===== src/rtl/lms_coef_update.sv =====
// LMS weight-update engine for a 9-tap FIR: serial per-tap update into a working bank,
// then an atomic copy to the published coefficient bank.
module lms_coef_update #(
  parameter int unsigned        MU_SHIFT  = 12,
  parameter logic signed [15:0] COEF_INIT = 16'sd0
) (
  input  logic               clk_i,
  input  logic               rst_n_i,
  input  logic               sample_valid_i,
  input  logic signed [15:0] data_in,
  input  logic               err_valid_i,
  input  logic signed [15:0] err_i,
  input  logic               freeze_i,
  input  logic               clr_i,
  output logic               busy_o,
  output logic               done_o,
  output logic               drop_o,
  output logic               sat_o,
  output logic signed [15:0] coef1,
  output logic signed [15:0] coef2,
  output logic signed [15:0] coef3,
  output logic signed [15:0] coef4,
  output logic signed [15:0] coef5,
  output logic signed [15:0] coef6,
  output logic signed [15:0] coef7,
  output logic signed [15:0] coef8,
  output logic signed [15:0] coef9
);

  localparam int unsigned DW = 16;
  localparam int unsigned NT = 9;
  localparam int unsigned KW = 4;
  localparam int unsigned PW = 32;
  localparam int unsigned SW = 33;

  typedef enum logic [1:0] {S_IDLE, S_UPD, S_DONE} state_t;

  state_t               r_state, w_state_nxt;
  logic [KW-1:0]        r_k;
  logic signed [DW-1:0] r_x    [NT];
  logic signed [DW-1:0] r_snap [NT];
  logic signed [DW-1:0] r_work [NT];
  logic signed [DW-1:0] r_act  [NT];
  logic signed [DW-1:0] r_e;
  logic                 r_sat_acc;

  logic                 w_accept;
  logic                 w_drop;
  logic signed [PW-1:0] w_prod;
  logic signed [PW-1:0] w_delta;
  logic signed [SW-1:0] w_sum;
  logic signed [DW-1:0] w_upd;
  logic                 w_clamp;

  // Next-state and accept/drop decode; clear overrides everything
  always_comb begin
    w_state_nxt = r_state;
    w_accept    = 1'b0;
    w_drop      = 1'b0;
    if (clr_i) begin
      w_state_nxt = S_IDLE;
    end else begin
      case (r_state)
        S_IDLE: begin
          if (err_valid_i && !freeze_i) begin
            w_accept    = 1'b1;
            w_state_nxt = S_UPD;
          end
        end
        S_UPD:   if (r_k == KW'(NT - 1)) w_state_nxt = S_DONE;
        S_DONE:  w_state_nxt = S_IDLE;
        default: w_state_nxt = S_IDLE;
      endcase
      w_drop = (r_state != S_IDLE) && err_valid_i && !freeze_i;
    end
  end

  // Per-tap update: floor-shifted product added in 33 bits, then clamped to 16
  always_comb begin
    w_prod  = $signed(PW'(r_snap[r_k])) * $signed(PW'(r_e));
    w_delta = w_prod >>> MU_SHIFT;
    w_sum   = $signed(SW'(r_work[r_k])) + $signed(SW'(w_delta));
    w_upd   = w_sum[DW-1:0];
    w_clamp = 1'b0;
    if (w_sum > $signed(SW'(32767))) begin
      w_upd   = 16'sh7FFF;
      w_clamp = 1'b1;
    end else if (w_sum < $signed(-SW'(32768))) begin
      w_upd   = 16'sh8000;
      w_clamp = 1'b1;
    end
  end

  always_ff @(posedge clk_i or negedge rst_n_i) begin
    if (!rst_n_i) r_state <= S_IDLE;
    else          r_state <= w_state_nxt;
  end

  always_ff @(posedge clk_i or negedge rst_n_i) begin
    if (!rst_n_i) begin
      r_k       <= '0;
      r_e       <= '0;
      r_sat_acc <= 1'b0;
      busy_o    <= 1'b0;
      done_o    <= 1'b0;
      drop_o    <= 1'b0;
      sat_o     <= 1'b0;
      for (int i = 0; i < NT; i++) begin
        r_x[i]    <= '0;
        r_snap[i] <= '0;
        r_work[i] <= COEF_INIT;
        r_act[i]  <= COEF_INIT;
      end
    end else begin
      // Tap history shifts independently of any update pass
      if (sample_valid_i) begin
        for (int i = NT - 1; i > 0; i--) r_x[i] <= r_x[i-1];
        r_x[0] <= data_in;
      end
      busy_o <= (w_state_nxt != S_IDLE);
      done_o <= (r_state == S_DONE) && !clr_i;
      sat_o  <= (r_state == S_DONE) && !clr_i && r_sat_acc;
      drop_o <= w_drop;
      if (clr_i) begin
        r_sat_acc <= 1'b0;
        for (int i = 0; i < NT; i++) begin
          r_work[i] <= COEF_INIT;
          r_act[i]  <= COEF_INIT;
        end
      end else begin
        case (r_state)
          S_IDLE: begin
            if (w_accept) begin
              r_e       <= err_i;
              r_k       <= '0;
              r_sat_acc <= 1'b0;
              for (int i = 0; i < NT; i++) begin
                r_snap[i] <= r_x[i];
                r_work[i] <= r_act[i];
              end
            end
          end
          S_UPD: begin
            r_work[r_k] <= w_upd;
            r_sat_acc   <= r_sat_acc | w_clamp;
            r_k         <= r_k + KW'(1);
          end
          S_DONE: begin
            for (int i = 0; i < NT; i++) r_act[i] <= r_work[i];
          end
          default: ;
        endcase
      end
    end
  end

  assign coef1 = r_act[0];
  assign coef2 = r_act[1];
  assign coef3 = r_act[2];
  assign coef4 = r_act[3];
  assign coef5 = r_act[4];
  assign coef6 = r_act[5];
  assign coef7 = r_act[6];
  assign coef8 = r_act[7];
  assign coef9 = r_act[8];

endmodule


===== config.mk =====
export PLATFORM = sky130hd
export DESIGN_NAME = lms_coef_update
export DESIGN_NICKNAME = d
export VERILOG_FILES = /design/src/rtl/lms_coef_update.sv
export SDC_FILE = /design/constraint.sdc
export NUM_CORES = 2
export LEC_CHECK = 0
export CELL_PAD_IN_SITES_DETAIL_PLACEMENT = 0
export CELL_PAD_IN_SITES_GLOBAL_PLACEMENT = 1
export CORE_UTILIZATION = 50
export DETAILED_ROUTE_END_ITERATION = 12
export GPL_TIMING_DRIVEN = 1
export PLACE_DENSITY_LB_ADDON = 0.15
export SKIP_CTS_REPAIR_TIMING = 1
export SKIP_LAST_GASP = 1
export SYNTH_ARGS = -nofsm -noshare
export SYNTH_HDL_FRONTEND = slang
export SYNTH_SLANG_ARGS = --single-unit

===== constraint.sdc =====
create_clock -name clk_i -period 18.19 [get_ports clk_i]
set_input_delay 3.638 -clock clk_i [delete_from_list [all_inputs] [get_ports clk_i]]
set_output_delay 3.638 -clock clk_i [all_outputs]
set_load 0.01 [all_outputs]

==> impl_metrics.toml <==
[timing]
final.period_utilization_pct = 70.1
fin_crit_ps = 12750
setup_viol = 0
setup_tns_ps = 0
tightest_slew_ps = 1180
timing.fmax_mhz = 78.4
rsz0062_at_grt = "false"
finClkSkew_ps = 37.4
hold_viol_final = 0
max_slew_margin_pct = 21.1
maxSlewViolCount = 0

[yosys]
syn_avg_cell_area_sq_um = 10.6
synth-edff-count = 0
synth-seq-area-share_pct = 42.5
ys_types = 61
synthArstFlopShare_pct = 100
syn_area_sq_mm = 0.0355
synth_cells = 3341
ys_ff_latch = 603
syn-num-nets = 3746
yosysWarnings = 0
ys.flop_type = "dfrtp_1"

[floorplan]
die_area_sq_mm = 0.0721
placeableCoreArea_sq_mm = 0.0701
start_util_pct = 50.6
die_w_um = 268
num_rows = 97
io_pins = 186
chipHeight_um = 268

[critical_path]
required_ps = 18630
critPathKind = "reg -> reg"
crit_family = "adder cells"
r2r-start = "r_k[1]"
crit_fanout = 31
slowest_delay_ps = 900
reg2reg_to = "r_work[123]"
rr_worst_depth = 36
critPathLaunchType = "register"
critPathCaptureType = "register"
crit_slowest_cell = "nor2_1"
path_buf_inv = 10
cp.arrival_ps = 13190
reg2reg_slack_ps = 5440

[placed_design]
finalWeightedCongestion = 0.935
port_buffers = 185
dpl.cell_count = 4301
hpwl_um = 69700

[global_routing]
grt_pass1_wl_um = 158000
antenna_found_initial = 0
grt_pass1_vias = 26900
grt.total_usage_pct = 28.5
gr-total-overflow = 0
grt_max_degree = 164

[run]
max-cap-violations = 0

[worst_hold_path]
min_path_cells = 2
whs_endpoint = "r_snap[15]"
hp-class = "reg -> reg"
min_from = "r_x[15]"

[routing]
vias_per_cell = 5.88
dr.pass1.iters = 6
ant_nets = 0
drt_iter0_drc = 2359
wl_per_cell_um = 22.6
dr_total_vias = 26000
remaining_drc_errors = 0
routed_wl_um = 99800

[clock_network]
htree_levels = 3
clk-insertion-delay-late_ps = 630
cts_num_sinks = 603
tritoncts = "done"
cts_buffer_depth = 3
clk_pin_slew_worst_paths_ps = 60
clockRootBuffer = "clkbuf_16"
cts_made_buffers = 67

[cells_and_area]
final_net_count = 3835
area_growth_pct = 13.7
fin_cells = 4419
final_layout_size_suffix_gt1_share_pct = 10.8
antenna_cells = 0

[run_status]
status = "completed"
-- per-stage QoR --
step	worst slack [ps]	hold slack (ps)	util (%)	instance area, sq um
after floorplan	8080	435	-	35500
after global placement	5510	448	54.3	38100
after detailed placement	5450	448	54.3	38100
after CTS	5420	435	57.5	40300
after global routing	4790	484	57.5	40300
final	5440	437	57.5	40300
-- metal layers --
metal  global-route usage (%)  wire, um  vias up  share of wire (%)
li1                         -         -    11400                  -
met1                     40.7     43800    13600                 44
met2                     44.8     46900      852                 47
met3                     3.92      5510      187                5.5
met4                     10.1      3580        0                3.6
met5                        0         0        -                  0
-- worst reg2reg max path, delay by kind of cell (launching register included) --
kind	cells	cell delay [ps]
fa+ha+maj	8	4240
compound gates	10	2910
simple gates	7	2410
buf+inv	10	2200
flops	1	550
xor+xnor	1	240
-- state kept, by name, indices dropped and copies added, names as in the netlist, 2 cells and up --
signal   flops
r_state      2
r_k          4
coef4       16
coef3       16
coef5       16
r_work     144
coef1       16
coef2       16
coef9       16
r_x        144
coef7       16
r_snap     144
r_e         16
coef8       16
coef6       16
-- worst max path at each step --
stage                     startpoint           to  slack (ps)  cells after the start
after floorplan               r_k[0]  r_work[102]        8080                     37
after CTS                     r_k[1]  r_work[122]        5420                     36
after detailed placement      r_k[1]   r_work[10]        5450                     36
final                         r_k[1]  r_work[123]        5440                     36
after global routing          r_k[0]   r_work[58]        4790                     34
after global placement        r_k[0]   r_work[10]        5510                     34
-- cell usage after synthesis (8+ instances only) --
| library cell | number | share of area, % |
|---|---|---|
| a21o_1 | 11 | 0.23 |
| a21oi_1 | 60 | 0.85 |
| a22o_1 | 144 | 3.6 |
| a22oi_1 | 174 | 3.7 |
| and2_1 | 108 | 1.9 |
| and3_1 | 24 | 0.42 |
| buf_1 | 14 | 0.15 |
| clkbuf_1 | 165 | 1.7 |
| clkbuf_2 | 8 | 0.11 |
| dfrtp_1 | 603 | 43 |
| fa_1 | 262 | 15 |
| ha_1 | 105 | 3.7 |
| inv_1 | 303 | 3.2 |
| mux2_2 | 176 | 5.6 |
| mux2i_1 | 39 | 1.1 |
| mux4_2 | 30 | 1.9 |
| nand2_1 | 653 | 6.9 |
| nand2b_1 | 9 | 0.16 |
| nand4_1 | 12 | 0.21 |
| nor2_1 | 80 | 0.85 |
| nor3_1 | 9 | 0.13 |
| o21a_1 | 11 | 0.23 |
| o21ai_0 | 167 | 2.4 |
| o22ai_1 | 29 | 0.51 |
| xnor2_1 | 30 | 0.74 |
| xor2_1 | 14 | 0.35 |
-- cells by family (layout without fill, tap and decap cells) --
kind of cell | Yosys count | after routing | share of synthesized area (%)
fa+ha+maj | 367 | 367 | 18.5
buf+inv | 503 | 641 | 5.46
xor+xnor | 44 | 44 | 1.09
flops | 603 | 603 | 42.5
mux | 245 | 245 | 8.59
simple gates | 930 | 930 | 11.2
compound gates | 649 | 649 | 12.7
-- placed cells by master (no fill, tap or decap), drive strengths merged, types with 15 or more instances in the layout --
master and instances:
a21oi 60, a22o 144, a22oi 174, and2 108, and3 24, buf 37, clkbuf 99, clkdlybuf4s50 183
clkinv 15, dfrtp 603, fa 262, ha 105, inv 304, mux2 176, mux2i 39, mux4 30
nand2 653, nor2 80, o21ai 168, o22ai 29, xnor2 30
-- layout make-up --
type	count	area, sq um
Tap cell	940	1180
Multi-Input combinational cell	2235	18600
Clock inverter	19	293
Timing Repair Buffer	220	2130
Fill cell	6071	29800
Sequential cell	603	15100
Clock buffer	99	1950
Inverter	303	1140
Power is left out: the tool's default activity adds up to more than one toggle a clock period on the data nets, which glitch-free logic cannot reach.
